[src/rtl/irq_gateway.sv]
// Interrupt gateway: per-source level/edge capture, two-context priority
// arbitration with claim/complete handshake and registered external IRQ lines.
module irq_gateway #(
    parameter int NSRC  = 7,
    parameter int PRIOW = 3
) (
    input  logic            clk,
    input  logic            reset,
    input  logic [NSRC-1:0] Src,
    input  logic            RegRead,
    input  logic            RegWrite,
    input  logic [2:0]      RegAddr,
    input  logic [31:0]     RegWData,
    output logic [31:0]     RegRData,
    output logic            MExtInt,
    output logic            SExtInt
);

    localparam int PW = NSRC * PRIOW;

    logic [NSRC-1:0]  sync1, sync2, sync_prev;
    logic [NSRC-1:0]  pending, inflight;
    logic [PW-1:0]    prio;
    logic [NSRC-1:0]  trig, enm, ens;
    logic [PRIOW-1:0] thrm, thrs;

    logic             rd, wr, is_claim;
    logic [3:0]       claim_id;
    logic [NSRC-1:0]  clr, cpl, rise, inflight_eff, set, gtm, gts;
    logic [31:0]      rdata;

    function automatic logic [3:0] pick(input logic [NSRC-1:0] cand,
                                        input logic [PW-1:0] pr);
        logic [PRIOW-1:0] best;
        logic [3:0]       id;
        best = '0;
        id   = '0;
        // Strict compare keeps the lowest ID on ties and skips priority 0.
        for (int i = 0; i < NSRC; i++) begin
            if (cand[i] && pr[i*PRIOW +: PRIOW] > best) begin
                best = pr[i*PRIOW +: PRIOW];
                id   = 4'(i + 1);
            end
        end
        return id;
    endfunction

    assign rd       = RegRead;
    assign wr       = RegWrite & ~RegRead;
    assign is_claim = RegAddr[2:1] == 2'b11;
    assign rise     = sync2 & ~sync_prev;

    always_comb begin
        claim_id = RegAddr[0] ? pick(pending & ens, prio)
                              : pick(pending & enm, prio);
        for (int i = 0; i < NSRC; i++) begin
            clr[i] = rd && is_claim && claim_id == 4'(i + 1);
            cpl[i] = wr && is_claim && RegWData == 32'(i + 1);
            gtm[i] = prio[i*PRIOW +: PRIOW] > thrm;
            gts[i] = prio[i*PRIOW +: PRIOW] > thrs;
        end
        // A completion this cycle lets a still-high level source re-arm at once.
        inflight_eff = inflight & ~cpl;
        set = (trig & rise) | (~trig & sync2 & ~inflight_eff & ~pending);
    end

    always_comb begin
        rdata = '0;
        case (RegAddr)
            3'd0:    rdata = 32'(prio);
            3'd1:    rdata = 32'(trig);
            3'd2:    rdata = 32'(enm);
            3'd3:    rdata = 32'(ens);
            3'd4:    rdata = 32'(thrm);
            3'd5:    rdata = 32'(thrs);
            default: rdata = 32'(claim_id);
        endcase
    end

    always_ff @(posedge clk or posedge reset) begin
        if (reset) begin
            sync1     <= '0;
            sync2     <= '0;
            sync_prev <= '0;
            pending   <= '0;
            inflight  <= '0;
            prio      <= '0;
            trig      <= '0;
            enm       <= '0;
            ens       <= '0;
            thrm      <= '0;
            thrs      <= '0;
            RegRData  <= '0;
            MExtInt   <= 1'b0;
            SExtInt   <= 1'b0;
        end else begin
            sync1     <= Src;
            sync2     <= sync1;
            sync_prev <= sync2;
            pending   <= (pending & ~clr) | set;
            inflight  <= inflight_eff | clr;
            MExtInt   <= |(pending & enm & gtm);
            SExtInt   <= |(pending & ens & gts);
            if (rd) begin
                RegRData <= rdata;
            end
            if (wr) begin
                case (RegAddr)
                    3'd0:    prio <= RegWData[PW-1:0];
                    3'd1:    trig <= RegWData[NSRC-1:0];
                    3'd2:    enm  <= RegWData[NSRC-1:0];
                    3'd3:    ens  <= RegWData[NSRC-1:0];
                    3'd4:    thrm <= RegWData[PRIOW-1:0];
                    3'd5:    thrs <= RegWData[PRIOW-1:0];
                    default: ;
                endcase
            end
        end
    end

endmodule

[config.mk]
export PLATFORM = sky130hd
export DESIGN_NAME = irq_gateway
export DESIGN_NICKNAME = d
export VERILOG_FILES = /design/src/rtl/irq_gateway.sv
export SDC_FILE = /design/constraint.sdc
export NUM_CORES = 1
export LEC_CHECK = 0
export BUFFER_PORTS_ARGS = -buffer_cell sky130_fd_sc_hd__buf_2
export CAP_MARGIN = 20
export CELL_PAD_IN_SITES_DETAIL_PLACEMENT = 1
export CELL_PAD_IN_SITES_GLOBAL_PLACEMENT = 2
export CORE_ASPECT_RATIO = 0.9
export CORE_MARGIN = 2
export CORE_UTILIZATION = 41
export DETAILED_ROUTE_END_ITERATION = 8
export PLACE_DENSITY = 0.9
export SLEW_MARGIN = 15
export SYNTH_ARGS = -nofsm -noshare
export SYNTH_HDL_FRONTEND = slang
export SYNTH_SLANG_ARGS = --single-unit
export TNS_END_PERCENT = 100
[constraint.sdc]
create_clock -name clk -period 13.15 [get_ports clk]
set_input_delay 2.63 -clock clk [delete_from_list [all_inputs] [get_ports clk]]
set_output_delay 2.63 -clock clk [all_outputs]
set_load 0.01 [all_outputs]
* After elaboration in Yosys (flattened, before gate mapping)
Index checks and enable logic that the tools add are counted. W data, S select, Z words.
Storage, ports and cells: output and inout port bits 34, word-level logic and storage cells 150, bits of input ports 46, bits in registers 117
Cells by class: bitwise operators 22, $lt $le $gt $ge 27, eq/ne operators 20, multiplexer cells 28, reduce and logical (&&, ||, !) cells 39
Operators with widths (count):
- $eq A32 B3 Y1 const B | 4
- $pmux W21 S6 | 1
- $gt A3 B3 Y1 | 26
- $and A7 B7 Y7 | 11
- $eq A32 B2 Y1 const B | 2
- $mux W4 | 13
- $not A7 Y7 | 6
- $mux W3 | 12
- $eq A32 B1 Y1 const B | 1
- $logic_and A1 B1 Y1 | 30
- $or A7 B7 Y7 | 3
- $eq A4 B3 Y1 const B | 4
- $reduce_or A7 Y1 | 2
- $reduce_and A2 Y1 | 6
- $eq A4 B2 Y1 const B | 2
- $eq A3 B2 Y1 const B | 2
- $eq A3 B3 Y1 const B | 2
- $eq A4 B1 Y1 const B | 1
- $eq A3 B1 Y1 const B | 1
- $gt A3 B1 Y1 const B | 1
- $logic_not A3 Y1 | 1
- $eq A2 B2 Y1 const B | 1
- $mux W1 | 2
- $and A1 B1 Y1 | 1
- $not A1 Y1 | 1

* Depth between registers and ports, before layout
depth after elaboration 27, gate-level depth with buffers 49, mapped depth without buffers 48

* Worst setup path after synthesis
No wires, ideal clock.
path type register -> register, start point register pending[0], end point register pending[2], path slack 4.085 ns, arrival time 8.944 ns, stages on the path, launching flop included 46, data required time 13.029 ns, path through dfrtp_1 > buf_2 > nand3_1 > ha_1 > nor2b_4 > o311ai_2 > nor2_1 > mux2_2 > ha_1 > nand2_1 > a211oi_2 > or3_4 > nor2_2 > nor2_1 > a21oi_1 > ha_1 > nor2_1 > nor2_1 > (+10 left out) > o2111a_2 > a21oi_1 > mux2_2 > ha_1 > inv_1 > a21o_1 > a21oi_1 > a311oi_1 > mux2_2 > ha_1 > a21o_1 > a21oi_1 > a311oi_1 > or3_1 > nor3b_1 > a22oi_1 > or3b_1 > a22o_1
Between the ends: cells in the longest elaborated chain, start to end 27, elaborated cells between the ends (all ways) 60
Ends and longest elaborated chain:
- from (decl) | RTL line 22 | logic [NSRC-1:0] pending, inflight;
- from (signal assigned) | RTL line 100 | pending <= (pending & ~clr) | set;
- $and A7 B7 Y7, on equally long branches | RTL line 55, 54
- $logic_and A1 B1 Y1 | RTL line 40 | if (cand[i] && pr[i*PRIOW +: PRIOW] > best) begin
- $mux W3 | RTL line 40
- $gt A3 B3 Y1 | RTL line 40
- $logic_and A1 B1 Y1 | RTL line 40
- $mux W3 | RTL line 40
- $gt A3 B3 Y1 | RTL line 40
- $logic_and A1 B1 Y1 | RTL line 40
- (+11 left out)
- $logic_and A1 B1 Y1 | RTL line 40
- $mux W4 | RTL line 40
- $mux W4 * | RTL line 54 | claim_id = RegAddr[0] ? pick(pending & ens, prio)
- $eq A4 B2 Y1 * | RTL line 57 | clr[i] = rd && is_claim && claim_id == 4'(i + 1);
- $logic_and A1 B1 Y1 * | RTL line 57
- $not A7 Y7 * | RTL line 100
- $and A7 B7 Y7 * | RTL line 100
- $or A7 B7 Y7 * | RTL line 100
Mark *: on every way between the ends. The rest lies on a longest branch, timed or not. A chain may end at the register's enable or synchronous reset.

* Final worst setup path
start point register prio[1], end point register pending[1]
Between the ends: cells in the longest elaborated chain, start to end 27, elaborated cells between the ends (all ways) 59
Ends and longest elaborated chain:
- from (decl) | RTL line 23 | logic [PW-1:0] prio;
- from (signal assigned) | RTL line 109 | 3'd0: prio <= RegWData[PW-1:0];
- $gt A3 B1 Y1 | RTL line 40
- $logic_and A1 B1 Y1 | RTL line 40
- $mux W3 | RTL line 40
- $gt A3 B3 Y1 | RTL line 40
- $logic_and A1 B1 Y1 | RTL line 40
- $mux W3 | RTL line 40
- $gt A3 B3 Y1 | RTL line 40
- $logic_and A1 B1 Y1 | RTL line 40
- (+11 left out)
- $logic_and A1 B1 Y1 | RTL line 40
- $mux W4 | RTL line 40
- $mux W4 * | RTL line 54
- $eq A4 B2 Y1 * | RTL line 57
- $logic_and A1 B1 Y1 * | RTL line 57
- $not A7 Y7 * | RTL line 100
- $and A7 B7 Y7 * | RTL line 100
- $or A7 B7 Y7 * | RTL line 100
Marked as above.

==> reports/qor.txt <==
largest net degree at the start of global routing -> 67
Hold Path Class -> flip-flop to flip-flop
vias in the first global route -> 6342
crit-path max FO -> 7
Compound-Gate Fraction of Synth Area -> 18.4%
Final Critical Period -> 10820 ps
main combinational cell family by area after synthesis -> compound AO/OA/AOI/OAI gates
sequential standard cell area -> 2650 um^2
post-synth cell types -> 76
Multi-input gate area -> 3920 um^2
Critical Path Max Stage Delay -> 830 ps
Req. time, crit path -> 13390 ps
Mapped Area -> 6980 um^2
Buffers on Ports -> 68
ys flop type -> dfrtp_1
Synth top area share -> 38.0%
Post-Synth XOR/XNOR Area -> 0.251%
CTS tree -> built
Post-Layout Cell Count -> 991
Final Max Slew Viols -> 0
RSZ-0062 raised after global routing -> no
skew final -> 9.96 ps
Reg clk slew, reported paths -> 70 ps
Final Setup Violations -> 0
total gr overflow -> 0
Post-Route WL -> 22600 um
Die ar. -> 18100 um^2
drt wl/cell -> 22.8 um
DRT Pass-1 Iters -> 5
via density per instance -> 5.95
Leak -> 3.48 nW
worst skew pair latency -> 360 ps
Root Buffer -> clkbuf_16
Post-CTS Resized -> 0
Total GRT Usage -> 25.8%
clk sinks -> 106
TNS Setup -> 0 ps
most frequent cells in the layout -> dfrtp_1, buf_2, ha_1, nand2_1, inv_1
average size of a mapped cell -> 9.75 um^2
Yosys top cell by area -> dfrtp_1
flops & latches, synth -> 106
Max-cap violations -> 0
worst-margin pin slew -> 1060 ps
status -> complete, no violations
Regs by FF count -> RegRData: 21 flops, prio: 21 flops
Die Ht -> 128 um
area of the core -> 16800 um^2
CTS hold repair buffers -> 0
placed insts -> 976
Std-Cell Rows -> 45
Slew Limit Headroom -> 29.1%
adder-cell area share of the yosys netlist -> 12.0%
gpl congestion -> 0.890
Worst VDD drop -> 0.0880 mV
fin crit share -> 82.3%
Critical Path End Type -> flip-flop
H-tree levels -> 3
Final #Nets -> 889
IO Count -> 80
commonest non-fill, non-tap cell in the layout -> dfrtp_1
Synth Area in Simple Gates -> 13.9%
pwr dens -> 209 nW/um^2
Final Hold Vio Count -> 0
register area share after synthesis -> 38.0%
initial antenna violation count -> 0
CP startpoint kind -> flip-flop
ANT cells -> 0
wire length of the first global-routing pass -> 35500 um
# DRC -> 0
Post-CTS Setup Bufs -> 0
Die X -> 142 um
antenna viol nets, final -> 0
Initial Utilization -> 41.6%
Post-synth EDFFs -> 0
dpl hpwl -> 17500 um
fmax -> 0.0924 GHz
Mapped Cells -> 716
Worst R2R Path Depth -> 44
Filler cells -> 1956
Num CTS Buffers -> 9
Max Root-Sink Buffers -> 2
synthesis warning total -> 0
kind of critical path -> flip-flop to flip-flop
mux cell area share after synthesis -> 10.8%
Async SR Flop Fraction -> 100%
worst-path cell with the longest stage delay -> a311oi_1
DR iter-0 viols -> 376
CP arrival -> 11060 ps
layout cells sized above 1 -> 21.4%
Hold Path Depth -> 0
area delta synth->final -> 10.3%
Area contributors post-synth -> dfrtp_1, ha_1, mux2_2
via count -> 5899
-- through the flow --
step / worst slack (ps) / util [%] / area (um^2) / hold slack (ps) / power, mW
6_report: 2330 / 45.9 / 7700 / 354 / 1.61
5_1_grt: 1580 / 45.9 / 7700 / 363 / 1.72
4_1_cts: 2380 / 45.9 / 7700 / 357 / 1.60
3_5_place_dp: 2490 / 44.3 / 7440 / 336 / 1.34
3_3_place_gp: 2660 / 44.3 / 7430 / 334 / 1.28
2_1_floorplan: 4090 / - / 7020 / 331 / 1.08
-- logic make-up after synthesis --
logic type / count (synthesis)
compound gates: 187
mux: 64
buf+inv: 95
flops: 106
xor+xnor: 2
simple gates: 194
other cells: 1
fa+ha+maj: 67
-- metal layers --
metal  wire length (um)  up-vias  GRT usage [%]  part of all wire (%)
met1              10200     3014           34.2                    45
met3                771       34           2.58                   3.4
li1                   -     2709              -                     -
met5                  0        -              0                     0
met2              11000      142           43.9                    49
met4                642        0           9.88                   2.8
-- report_power, final --
part           internal [mW]  total, mW  leakage, nW  switching [mW]
logic                  0.359      0.865         2.07           0.506
clock network          0.128      0.251        0.130           0.123
registers              0.392      0.490         1.28          0.0981
-- critical path, delay by kind of cell (launching register included) --
kind	cells	cell delay, ps
compound gates	18	3650
fa+ha+maj	6	1690
buf+inv	1	50
flops	1	510
mux	4	1260
simple gates	15	3520
-- Yosys cell counts (2+ instances only) --
cell / instances
nor3_1: 5
a311oi_1: 12
nor2b_1: 10
mux2i_1: 7
a22o_1: 5
nand3b_1: 2
o211ai_1: 8
a211o_2: 2
o22ai_1: 7
a21oi_1: 29
a211oi_1: 2
nand4_1: 6
a311oi_2: 2
nand2b_1: 7
nor4_1: 9
nand3_1: 24
clkbuf_1: 12
o21ai_1: 2
o31ai_1: 3
or3_1: 4
and3_1: 2
a31oi_1: 15
nor2_1: 39
o21ai_0: 53
a22oi_1: 2
a211oi_2: 2
o21a_1: 9
ha_1: 67
nand2_1: 65
mux2_2: 53
nor3b_1: 4
a2bb2oi_1: 2
buf_6: 2
mux4_2: 4
clkbuf_8: 4
inv_1: 64
and3_2: 2
o211ai_2: 2
buf_4: 11
a21o_1: 14
nand4b_1: 2
dfrtp_1: 106
-- cell type report --
type / instances / share of cell area [%]
inverter: 64 / 3.15
timing repair buffer: 70 / 4.62
tap: 211 / 3.43
clock inverter: 4 / 0.358
multi-input combinational: 525 / 51.0
sequential: 106 / 34.5
clock buffer: 11 / 3.02
-- worst paths after layout --
| check | start | endpoint | slack (ps) |
|---|---|---|---|
| worst max register to register | prio[1] | pending[1] | 2330 |
| worst max-delay path | prio[1] | pending[1] | 2330 |
| max in group asynchronous | reset | SExtInt | 9580 |
| min in group asynchronous | reset | inflight[3] | 2320 |
| worst min-delay path | sync1[2] | sync2[2] | 350 |
| worst min register to register | sync1[2] | sync2[2] | 350 |
(Power assumes the default switching activity.)
